--- src/rtl/anfsqrt_sqriu.sv ---
// -----------------------------------------------------------------------------
// anfsqrt_sqriu -- sequential squarer, the inverse of the iterative sqrt unit.
//
// Computes sq = opnd * opnd with one shift-and-add step per clock, walking the
// multiplier bits LSB first. The result appears W cycles after the edge that
// accepted start, marked by a one-cycle done pulse.
//
// Optional feature macro: ANFSQRT_SQRIU_CHECK_EN
//   When defined, a radicand chk_x_i is latched together with the operand and
//   chk_ok_o reports whether the operand is floor(sqrt(chk_x_i)).
//
// Ports:
//   clk        in   single clock, rising edge
//   rst_n      in   asynchronous active-low reset
//   start_i    in   request a new squaring (accepted only when idle)
//   opnd_i     in   W-bit operand, latched on acceptance
//   chk_x_i    in   2W-bit radicand to check (CHECK_EN only)
//   busy_o     out  high while iterations are running
//   done_o     out  one-cycle pulse, sq_o valid
//   sq_o       out  2W-bit registered square, held until the next done
//   chk_ok_o   out  floor-sqrt check result, updated with done (CHECK_EN only)
// -----------------------------------------------------------------------------
module anfsqrt_sqriu #(
  parameter int W = 16
) (
  input  logic           clk,
  input  logic           rst_n,
  input  logic           start_i,
  input  logic [W-1:0]   opnd_i,
`ifdef ANFSQRT_SQRIU_CHECK_EN
  input  logic [2*W-1:0] chk_x_i,
  output logic           chk_ok_o,
`endif
  output logic           busy_o,
  output logic           done_o,
  output logic [2*W-1:0] sq_o
);

  // Bit-index width and iteration counter width (counter is at least 5 bits).
  localparam int IW = (W > 1) ? $clog2(W) : 1;
  localparam int CW = ((IW + 1) > 5) ? (IW + 1) : 5;
  localparam logic [CW-1:0] LAST_IT = CW'(W - 1);

  typedef enum logic [0:0] {
    ST_IDLE = 1'b0,
    ST_RUN  = 1'b1
  } state_e;

  state_e           state_q, state_d;
  logic [W-1:0]     opnd_q,  opnd_d;
  logic [2*W-1:0]   acc_q,   acc_d;
  logic [CW-1:0]    cnt_q,   cnt_d;
  logic [2*W-1:0]   sq_q,    sq_d;
  logic             busy_q,  busy_d;
  logic             done_q,  done_d;

  logic [IW-1:0]    bit_idx_s;
  logic             bit_s;
  logic [2*W-1:0]   addend_s;
  logic [2*W-1:0]   acc_step_s;

`ifdef ANFSQRT_SQRIU_CHECK_EN
  logic [2*W-1:0]   chk_x_q,  chk_x_d;
  logic             chk_ok_q, chk_ok_d;
  logic [2*W:0]     sq_ext_s;
  logic [2*W:0]     next_sq_s;
  logic             chk_ok_s;
`endif

  // One shift-and-add step: add opnd << i when multiplier bit i is set.
  // The sum never exceeds (2^W-1)^2, so 2W bits cannot overflow.
  always_comb begin
    bit_idx_s  = cnt_q[IW-1:0];
    bit_s      = opnd_q[bit_idx_s];
    addend_s   = {{W{1'b0}}, opnd_q} << bit_idx_s;
    if (bit_s) begin
      acc_step_s = acc_q + addend_s;
    end else begin
      acc_step_s = acc_q;
    end
  end

`ifdef ANFSQRT_SQRIU_CHECK_EN
  // floor-sqrt test: r*r <= x < r*r + 2r + 1, evaluated one bit wider.
  always_comb begin
    sq_ext_s  = {1'b0, acc_step_s};
    next_sq_s = sq_ext_s + {{W{1'b0}}, opnd_q, 1'b1};
    chk_ok_s  = (sq_ext_s <= {1'b0, chk_x_q}) && (next_sq_s > {1'b0, chk_x_q});
  end
`endif

  // Next-state and datapath control for the IDLE/RUN sequencer.
  always_comb begin
    state_d  = state_q;
    opnd_d   = opnd_q;
    acc_d    = acc_q;
    cnt_d    = cnt_q;
    sq_d     = sq_q;
    busy_d   = busy_q;
    done_d   = 1'b0;
`ifdef ANFSQRT_SQRIU_CHECK_EN
    chk_x_d  = chk_x_q;
    chk_ok_d = chk_ok_q;
`endif
    case (state_q)
      ST_IDLE: begin
        if (start_i) begin
          state_d = ST_RUN;
          opnd_d  = opnd_i;
          acc_d   = {(2*W){1'b0}};
          cnt_d   = {CW{1'b0}};
          busy_d  = 1'b1;
`ifdef ANFSQRT_SQRIU_CHECK_EN
          chk_x_d = chk_x_i;
`endif
        end else begin
          busy_d  = 1'b0;
        end
      end
      ST_RUN: begin
        acc_d = acc_step_s;
        if (cnt_q == LAST_IT) begin
          // Final iteration: publish the result and return to idle in the
          // same edge so a start in the done cycle is taken without a bubble.
          state_d  = ST_IDLE;
          sq_d     = acc_step_s;
          cnt_d    = {CW{1'b0}};
          busy_d   = 1'b0;
          done_d   = 1'b1;
`ifdef ANFSQRT_SQRIU_CHECK_EN
          chk_ok_d = chk_ok_s;
`endif
        end else begin
          cnt_d    = cnt_q + {{(CW-1){1'b0}}, 1'b1};
        end
      end
      default: begin
        state_d = ST_IDLE;
        cnt_d   = {CW{1'b0}};
        busy_d  = 1'b0;
      end
    endcase
  end

  // State and datapath registers, cleared asynchronously by rst_n.
  always_ff @(posedge clk or negedge rst_n) begin
    if (!rst_n) begin
      state_q  <= ST_IDLE;
      opnd_q   <= {W{1'b0}};
      acc_q    <= {(2*W){1'b0}};
      cnt_q    <= {CW{1'b0}};
      sq_q     <= {(2*W){1'b0}};
      busy_q   <= 1'b0;
      done_q   <= 1'b0;
`ifdef ANFSQRT_SQRIU_CHECK_EN
      chk_x_q  <= {(2*W){1'b0}};
      chk_ok_q <= 1'b0;
`endif
    end else begin
      state_q  <= state_d;
      opnd_q   <= opnd_d;
      acc_q    <= acc_d;
      cnt_q    <= cnt_d;
      sq_q     <= sq_d;
      busy_q   <= busy_d;
      done_q   <= done_d;
`ifdef ANFSQRT_SQRIU_CHECK_EN
      chk_x_q  <= chk_x_d;
      chk_ok_q <= chk_ok_d;
`endif
    end
  end

  assign busy_o   = busy_q;
  assign done_o   = done_q;
  assign sq_o     = sq_q;
`ifdef ANFSQRT_SQRIU_CHECK_EN
  assign chk_ok_o = chk_ok_q;
`endif

endmodule

--- config.mk ---
export PLATFORM = sky130hd
export DESIGN_NAME = anfsqrt_sqriu
export DESIGN_NICKNAME = d
export VERILOG_FILES = /design/src/rtl/anfsqrt_sqriu.sv
export SDC_FILE = /design/constraint.sdc
export NUM_CORES = 1
export LEC_CHECK = 0
export CAP_MARGIN = 20
export CORE_ASPECT_RATIO = 0.9
export CORE_MARGIN = 3
export CORE_UTILIZATION = 50
export DETAILED_ROUTE_END_ITERATION = 12
export MAX_ROUTING_LAYER = met4
export PLACE_DENSITY_LB_ADDON = 0.3
export SETUP_SLACK_MARGIN = 0.1
export SYNTH_ARGS = -nofsm -noshare
export SYNTH_HDL_FRONTEND = slang
export SYNTH_SLANG_ARGS = --single-unit
export TNS_END_PERCENT = 10
--- constraint.sdc ---
create_clock -name clk -period 7.9 [get_ports clk]
set_input_delay 2.37 -clock clk [delete_from_list [all_inputs] [get_ports clk]]
set_output_delay 2.37 -clock clk [all_outputs]
set_load 0.1 [all_outputs]
==> results.sh, run 1 <==
export IMPL_dp_hpwl_mm=15.1
export IMPL_initial_core_util=0.517
export IMPL_antenna_found_initial=1
export IMPL_final_net_count=901
export IMPL_fp_dieArea_um2=14800
export IMPL_cts_hold_buf=0
export IMPL_cts_sinks=88
export IMPL_maxCapViolations=0
export IMPL_async_flop_share=1.00
export IMPL_cts_buffers=9
export IMPL_fin_crit_sh=0.589
export IMPL_grt_pass1_wl_mm=33.3
export IMPL_drt_iter0_markers=556
export IMPL_cts_tree="built"
export IMPL_final_min_clock_period_ns=4.65
export IMPL_fmax_mhz=215
export IMPL_avgSynthCellArea_um2=8.06
export IMPL_skew_ns=0.00664
export IMPL_setup_viol=0
export IMPL_cts_max_path_buffers=2
export IMPL_wl_per_cell_um=20.6
export IMPL_crit_path_end_kind="flip-flop"
export IMPL_slew_headroom=0.297
export IMPL_pin_count=53
export IMPL_maxSlewViolCount=0
export IMPL_synth_top_area_share=0.330
export IMPL_drc=0
export IMPL_ys_seq_elements=88
export IMPL_finalWirelength_mm=21.0
export IMPL_cts_resized_gates=0
export IMPL_tightest_slew_ns=1.05
export IMPL_yosysUniqueCellTypes=82
export IMPL_grt_ovfl_total=0
export IMPL_gp_congestion=0.966
export IMPL_synth_area_leader_cell="dfrtp_1"
export IMPL_arrival_ns=4.94
export IMPL_min_delay_start="sq_o[0]"
export IMPL_reg2reg_depth=13
export IMPL_path_max_fanout=26
export IMPL_yosysWarnings=0
export IMPL_postCtsSetupBuffers=0
export IMPL_status="complete, no violations"
export IMPL_reg2reg_from="cnt_q[0]"
export IMPL_rows=39
export IMPL_dieWidth_um=128
export IMPL_viasPerCell=6.38
export IMPL_syn_area_um2=6670
export IMPL_grt_usage=0.297
export IMPL_port_buffers=52
export IMPL_clock_latency_ns=0.35
export IMPL_cp_start_kind="flip-flop"
export IMPL_first_pass_iters=7
export IMPL_areaGrowthSynthToFinish_pct=13.7
export IMPL_hold_path_depth=2
export IMPL_crit_type="reg2reg"
export IMPL_tns_ns=0
export IMPL_drive_gt1_frac=0.0704
export IMPL_final_hold_viol_count=0
export IMPL_die_y_um=116
export IMPL_postLayoutCoreUtil=0.588
export IMPL_synth_area_leaders="dfrtp_1 33%, nand2_1 8.7%, ha_1 6.0%, a21oi_1 5.3%, mux2i_1 4.5%"
export IMPL_nFillCells=1206
export IMPL_ant_nets=0
export IMPL_grt_max_degree=53
export IMPL_rsz0062_at_grt="false"
export IMPL_vias=6488
export IMPL_seq_area_frac_synth=0.330
export IMPL_synth_edf_count=0
export IMPL_coreArea_um2=12900
export IMPL_cp_startpoint="cnt_q[0]"
export IMPL_hold_class="reg2reg"
export IMPL_ys_flop_type="dfrtp_1"
export IMPL_synth_most_common_cell="nand2_1"
export IMPL_syn_nets=879
export IMPL_grt_pass1_vias=6108
export IMPL_ys_top_cells_by_count="155 x nand2_1, 88 x dfrtp_1, 72 x nor2_1"
export IMPL_clk_pin_slew_ns=0.06
export IMPL_postSynthCellCount=827
export IMPL_cts_max_level=3
export IMPL_required_ns=8.18
export IMPL_cts_root_buf="clkbuf_16"
==> worst max-delay path: stages (launching register included) <==
cell      delay (ns)
dfrtp_1         1.04
mux2_2          0.44
o21ai_0         0.23
nor2_1          0.07
nor2_1          0.25
o22ai_1         0.18
ha_1            0.44
nand2_1         0.10
a211oi_1        0.36
a21oi_1         0.17
nor2_1          0.35
a21oi_1         0.28
or4_1           0.54
nand4_1         0.12
==> placed cells by master (no fill, tap or decap), drive strengths merged, types with 4 or more instances in the layout <==
cell type,count
nand2,156
dfrtp,88
nor2,75
a21oi,71
o21ai,64
clkdlybuf4s50,51
ha,32
mux2i,31
nand3,28
nor3,28
and3,19
mux2,14
a31oi,12
buf,11
inv,10
a21o,9
xor2,9
clkbuf,9
and2,9
xnor2,8
a311oi,7
o21a,6
nand4,6
o211ai,5
or3,5
o31ai,5
a211oi,5
a41oi,4
o32ai,4
nor4,4
mux4,4
a22o,4
a31o,4
a21boi,4
==> final cells by class <==
cell class | instances | area (um^2) | area share
Multi-Input combinational cell | 677 | 4200 | 0.554
Tap cell | 164 | 205 | 0.0271
Timing Repair Buffer | 62 | 593 | 0.0783
Inverter | 11 | 41.3 | 0.00545
Antenna cell | 1 | 2.50 | 0.000330
Clock inverter | 5 | 106 | 0.0140
Clock buffer | 9 | 225 | 0.0297
Sequential cell | 88 | 2200 | 0.291
==> final timing paths <==
check	endpoint	slack, ns
setup reg to reg	acc_q[31]	3.25
max in group asynchronous	acc_q[30]	4.88
setup / recovery	acc_q[31]	3.25
hold / removal	sq_o[0]	0.48
hold reg to reg	sq_o[0]	0.48
min in group asynchronous	acc_q[15]	2.02
==> state kept, by name, indices dropped and copies added, names as in the netlist <==
name	flops
acc_q	32
sq_o	32
opnd_q	16
cnt_q	5
busy_o	1
done_o	1
state_q	1
==> metal layers <==
| layer | track usage | up-vias | routed length (um) |
|---|---|---|---|
| li1 | - | 3049 | - |
| met5 | - | - | 0 |
| met1 | 0.416 | 3128 | 9620 |
| met2 | 0.450 | 286 | 9350 |
| met4 | 0.0764 | 0 | 328 |
| met3 | 0.0507 | 25 | 1690 |
==> cells by family after synthesis <==
family / synth area share
flops: 0.330
mux: 0.0843
xor+xnor: 0.0223
simple gates: 0.232
fa+ha+maj: 0.0631
buf+inv: 0.0392
compound gates: 0.229
==> metrics by stage <==
stage          hold slack, ns  cell area (um^2)  cells  worst slack (ns)
6_report                0.481              7580   1017              3.25
5_1_grt                 0.514              7580   1017              2.88
4_1_cts                 0.490              7570   1015              3.31
3_5_place_dp            0.475              7240   1001              3.04
3_3_place_gp            0.464              7240   1001              3.13
2_1_floorplan           0.475              6670    827              4.10
Power of run 1 is not shown: default switching activity piles up to over one toggle a cycle in this logic, so the estimate is an artifact.
==> run 2: changes to the inputs <==
clock period = 4.4 ns   (was 7.9 ns; I/O delays follow)
==> results.sh, run 2 (synthesis gave the netlist of run 1 again) <==
export IMPL_skew_ns=0.00611
export IMPL_fp_dieArea_um2=14800
export IMPL_finalWirelength_mm=21.4
export IMPL_grt_pass1_vias=6228
export IMPL_path_buf_inv=1
export IMPL_clock_latency_ns=0.35
export IMPL_reg2reg_depth=15
export IMPL_fmax_mhz=246
export IMPL_cp_startpoint="cnt_q[0]"
export IMPL_crit_end="sq_o[30]"
export IMPL_cts_buffers=9
export IMPL_maxSlewViolCount=0
export IMPL_grt_ovfl_total=0
export IMPL_cts_hold_buf=0
export IMPL_antennaDiodeCount=0
export IMPL_cts_max_level=3
export IMPL_first_pass_iters=5
export IMPL_port_buffers=52
export IMPL_crit_type="reg2reg"
export IMPL_gr_max_usage_layer="met2"
export IMPL_hold_class="reg2reg"
export IMPL_grtUsageMet2=0.442
export IMPL_cp_start_kind="flip-flop"
export IMPL_fin_crit_sh=0.922
export IMPL_dieWidth_um=128
export IMPL_path_max_fanout=12
export IMPL_coreArea_um2=12900
export IMPL_rows=39
export IMPL_initial_core_util=0.517
export IMPL_tns_ns=0
export IMPL_nFillCells=1153
export IMPL_rsz0062_at_grt="true"
export IMPL_grt_pass1_wl_mm=34.0
export IMPL_required_ns=4.67
export IMPL_drc=0
export IMPL_areaGrowthSynthToFinish_pct=15.8
export IMPL_rrSetupSlack_ns=0.34
export IMPL_grt_usage=0.304
export IMPL_viasPerCell=6.39
export IMPL_drive_gt1_frac=0.0940
export IMPL_critPathTopFamily="simple AND/OR/NAND/NOR gates"
export IMPL_clk_pin_slew_ns=0.06
export IMPL_cts_tree="built"
export IMPL_multi_input_area_um2=4210
export IMPL_mostFrequentLayoutCells="155 x nand2_1, 87 x dfrtp_1, 72 x nor2_1"
export IMPL_maxCapViolations=0
export IMPL_worstReg2RegEnd="sq_o[30]"
export IMPL_cts_sinks=88
export IMPL_cts_max_path_buffers=2
export IMPL_cts_root_buf="clkbuf_16"
export IMPL_pin_count=53
export IMPL_arrival_ns=4.33
export IMPL_use_met1=0.431
export IMPL_cp_depth=15
export IMPL_crit_path_end_kind="flip-flop"
export IMPL_final_min_clock_period_ns=4.06
export IMPL_final_net_count=920
export IMPL_worst_path_largest_cell_delay_ns=0.57
export IMPL_drt_iter0_markers=498
export IMPL_final_common_cell="nand2_1"
export IMPL_use_met3=0.0627
export IMPL_gp_congestion=1.02
export IMPL_tightest_slew_ns=0.985
export IMPL_final_hold_viol_count=0
export IMPL_grt_max_degree=84
export IMPL_dp_hpwl_mm=16.0
export IMPL_reg2reg_from="cnt_q[0]"
export IMPL_die_y_um=116
export IMPL_cp_cell_sequence="buf_4, mux2i_1, nand2_1, o21ai_0, nor2_1, nor2_1, o22ai_1, ha_1, nand2_1, or4_4, a211oi_4, nor2_2, a311oi_4, mux2_1, o21ai_1"
export IMPL_regArea_um2=2200
export IMPL_antenna_found_initial=0
export IMPL_vias=6620
export IMPL_setup_viol=0
export IMPL_wl_per_cell_um=20.6
export IMPL_ant_nets=0
export IMPL_slew_headroom=0.341
export IMPL_status="complete, no violations"
export IMPL_critPathSlowestCell="or4_4"
-- run 2: area by class of cell --
type	count	area share
multi-input combinational	677	0.546
sequential	88	0.286
timing repair buffer	81	0.0979
clock buffer	11	0.0315
tap	164	0.0266
clock inverter	4	0.00713
inverter	11	0.00535
-- run 2: timing repair --
| item | 4_1_cts | 5_1_grt |
|---|---|---|
| cloned | 0 | 0 |
| gates resized for setup | 1 | 3 |
| setup endpoints to repair | 2 | 27 |
| pin swaps | 0 | 1 |
| buffers inserted | 0 | 2 |
-- run 2: how the worst min path moves through the flow --
stage | startpoint | end | depth (start not counted)
after detailed placement | sq_o[20] | sq_o[20] | 2
after global placement | sq_o[10] | sq_o[10] | 2
final | sq_o[20] | sq_o[20] | 2
after CTS | sq_o[20] | sq_o[20] | 2
after global routing | sq_o[20] | sq_o[20] | 2
after floorplan | opnd_q[3] | opnd_q[3] | 2
-- run 2: worst reg2reg max path: stages (launching register included) --
cell and delay (ns):
dfrtp_2 0.53, buf_4 0.25, mux2i_1 0.28, nand2_1 0.08, o21ai_0 0.13, nor2_1 0.07, nor2_1 0.23, o22ai_1 0.17
ha_1 0.41, nand2_1 0.11, or4_4 0.57, a211oi_4 0.22, nor2_2 0.13, a311oi_4 0.33, mux2_1 0.36, o21ai_1 0.13
-- run 2: stage by stage --
step	setup slack (ns)	instance area [um^2]	instances	hold WS, ns	util
after floorplan	0.605	6670	827	0.475	-
after global placement	0.0776	7360	1018	0.462	0.572
after detailed placement	0.0560	7360	1018	0.473	0.572
after CTS	0.118	7670	1033	0.488	0.595
after global routing	0.00264	7720	1036	0.512	0.599
final	0.342	7720	1036	0.485	0.599
-- run 2: layer usage --
| metal | routed length (um) | vias up |
|---|---|---|
| met2 | 9320 | 290 |
| met5 | 0 | - |
| met1 | 9950 | 3197 |
| met4 | 446 | 0 |
| li1 | - | 3101 |
| met3 | 1680 | 32 |
Power of run 2 is left out for the same reason.
==> run 3: changes to the inputs <==
TNS_END_PERCENT = default   (was 10)
==> results.sh, run 3 (synthesis gave the netlist of run 1 again) <==
export IMPL_cts_sinks=88
export IMPL_required_ns=4.67
export IMPL_dp_slack_ns=0.0560
export IMPL_die_y_um=116
export IMPL_ant_nets=0
export IMPL_tightest_slew_ns=0.985
export IMPL_status="complete, no violations"
export IMPL_worst_path_largest_cell_delay_ns=0.57
export IMPL_dieWidth_um=128
export IMPL_finalWirelength_mm=21.3
export IMPL_pin_count=53
export IMPL_initial_core_util=0.517
export IMPL_drive_gt1_frac=0.0983
export IMPL_regArea_um2=2200
export IMPL_arrival_ns=4.28
export IMPL_fp_dieArea_um2=14800
export IMPL_port_buffers=52
export IMPL_rsz0062_at_grt="false"
export IMPL_crit_type="reg2reg"
export IMPL_rows=39
export IMPL_dp_hpwl_mm=16.0
export IMPL_path_buf_inv=1
export IMPL_maxSlewViolCount=0
export IMPL_mostFrequentLayoutCells="155 x nand2_1, 87 x dfrtp_1, 72 x nor2_1"
export IMPL_cts_max_level=3
export IMPL_cts_root_buf="clkbuf_16"
export IMPL_cts_buffers=9
export IMPL_postLayoutCoreUtil=0.601
export IMPL_multi_input_area_um2=4220
export IMPL_grt_ovfl_total=0
export IMPL_grt_pass1_wl_mm=34.0
export IMPL_cts_max_path_buffers=2
export IMPL_final_net_count=923
export IMPL_first_pass_iters=5
export IMPL_crit_path_end_kind="flip-flop"
export IMPL_final_hold_viol_count=0
export IMPL_cts_hold_buf=0
export IMPL_grt_pass1_vias=6228
export IMPL_cts_tree="built"
export IMPL_maxCapViolations=0
export IMPL_drt_iter0_markers=547
export IMPL_nFillCells=1149
export IMPL_setup_viol=0
export IMPL_fmax_mhz=249
export IMPL_cp_common_cell="nor2_1"
export IMPL_skew_ns=0.00659
export IMPL_tns_ns=0
export IMPL_whs_ns=0.482
export IMPL_cp_start_kind="flip-flop"
export IMPL_final_min_clock_period_ns=4.01
export IMPL_critPathTopFamily="compound AO/OA/AOI/OAI gates"
export IMPL_clk_pin_slew_ns=0.06
export IMPL_final_common_cell="nand2_1"
export IMPL_cp_cell_sequence="buf_4, mux2_2, o21ai_0, nor2_1, nor2_1, o22ai_1, ha_1, nand2_1, or4_4, a211oi_4, nor2_2, a311oi_4, mux2_1, o21ai_1"
export IMPL_drc=0
export IMPL_grt_max_degree=84
export IMPL_fin_crit_sh=0.911
export IMPL_grt_usage=0.304
export IMPL_antennaDiodeCount=0
export IMPL_vias=6580
export IMPL_hold_class="reg2reg"
export IMPL_clock_latency_ns=0.35
export IMPL_viasPerCell=6.33
export IMPL_slew_headroom=0.341
export IMPL_coreArea_um2=12900
export IMPL_gp_congestion=1.02
export IMPL_critPathSlowestCell="or4_4"
export IMPL_wl_per_cell_um=20.5
export IMPL_antenna_found_initial=0
export IMPL_path_max_fanout=9
export IMPL_fin_ws_ns=0.391
export IMPL_areaGrowthSynthToFinish_pct=16.2
run 3: changes by cell type in the layout (fill, tap and decap cells not counted):
cell / change
a21oi_1: -1
a21oi_2: +1
buf_4: +3
run 3: layout make-up:
class / instances / area share
Multi-Input combinational cell: 677 / 0.545
Clock inverter: 4 / 0.00711
Clock buffer: 11 / 0.0313
Timing Repair Buffer: 84 / 0.101
Inverter: 11 / 0.00533
Sequential cell: 88 / 0.285
Tap cell: 164 / 0.0265
run 3: layer usage:
layer | GRT usage | share of wire | up-vias
met5 | - | 0 | -
met4 | 0.0877 | 0.022 | 0
met3 | 0.0627 | 0.077 | 34
met2 | 0.442 | 0.44 | 278
met1 | 0.431 | 0.47 | 3167
li1 | - | - | 3101
run 3: tightest hold or removal path, cell delays in order, from the launching register on:
cell,delay [ns]
dfrtp_1,0.34
nand2_1,0.05
o31ai_1,0.05
run 3: path summary, 6_finish.rpt:
kind | from | end | slack [ns] | cells past startpoint
min in group asynchronous | rst_n | sq_o[11] | 0.83 | 1
worst min register to register | sq_o[20] | sq_o[20] | 0.48 | 2
worst min-delay path | sq_o[20] | sq_o[20] | 0.48 | 2
worst max-delay path | cnt_q[0] | sq_o[30] | 0.39 | 14
max in group asynchronous | rst_n | acc_q[26] | 2.77 | 3
worst max register to register | cnt_q[0] | sq_o[30] | 0.39 | 14
run 3: what timing repair did:
item / CTS / global route
setup endpoints to repair: 2 / 27
setup buffers: 0 / 5
resized for setup: 1 / 4
pin swaps: 0 / 1
run 3: stage by stage:
step                      cell area [um^2]  cells
after floorplan                       6670    827
after detailed placement              7360   1018
after global routing                  7740   1039
after global placement                7360   1018
final                                 7740   1039
after CTS                             7670   1033
Power of run 3 is left out for the same reason.
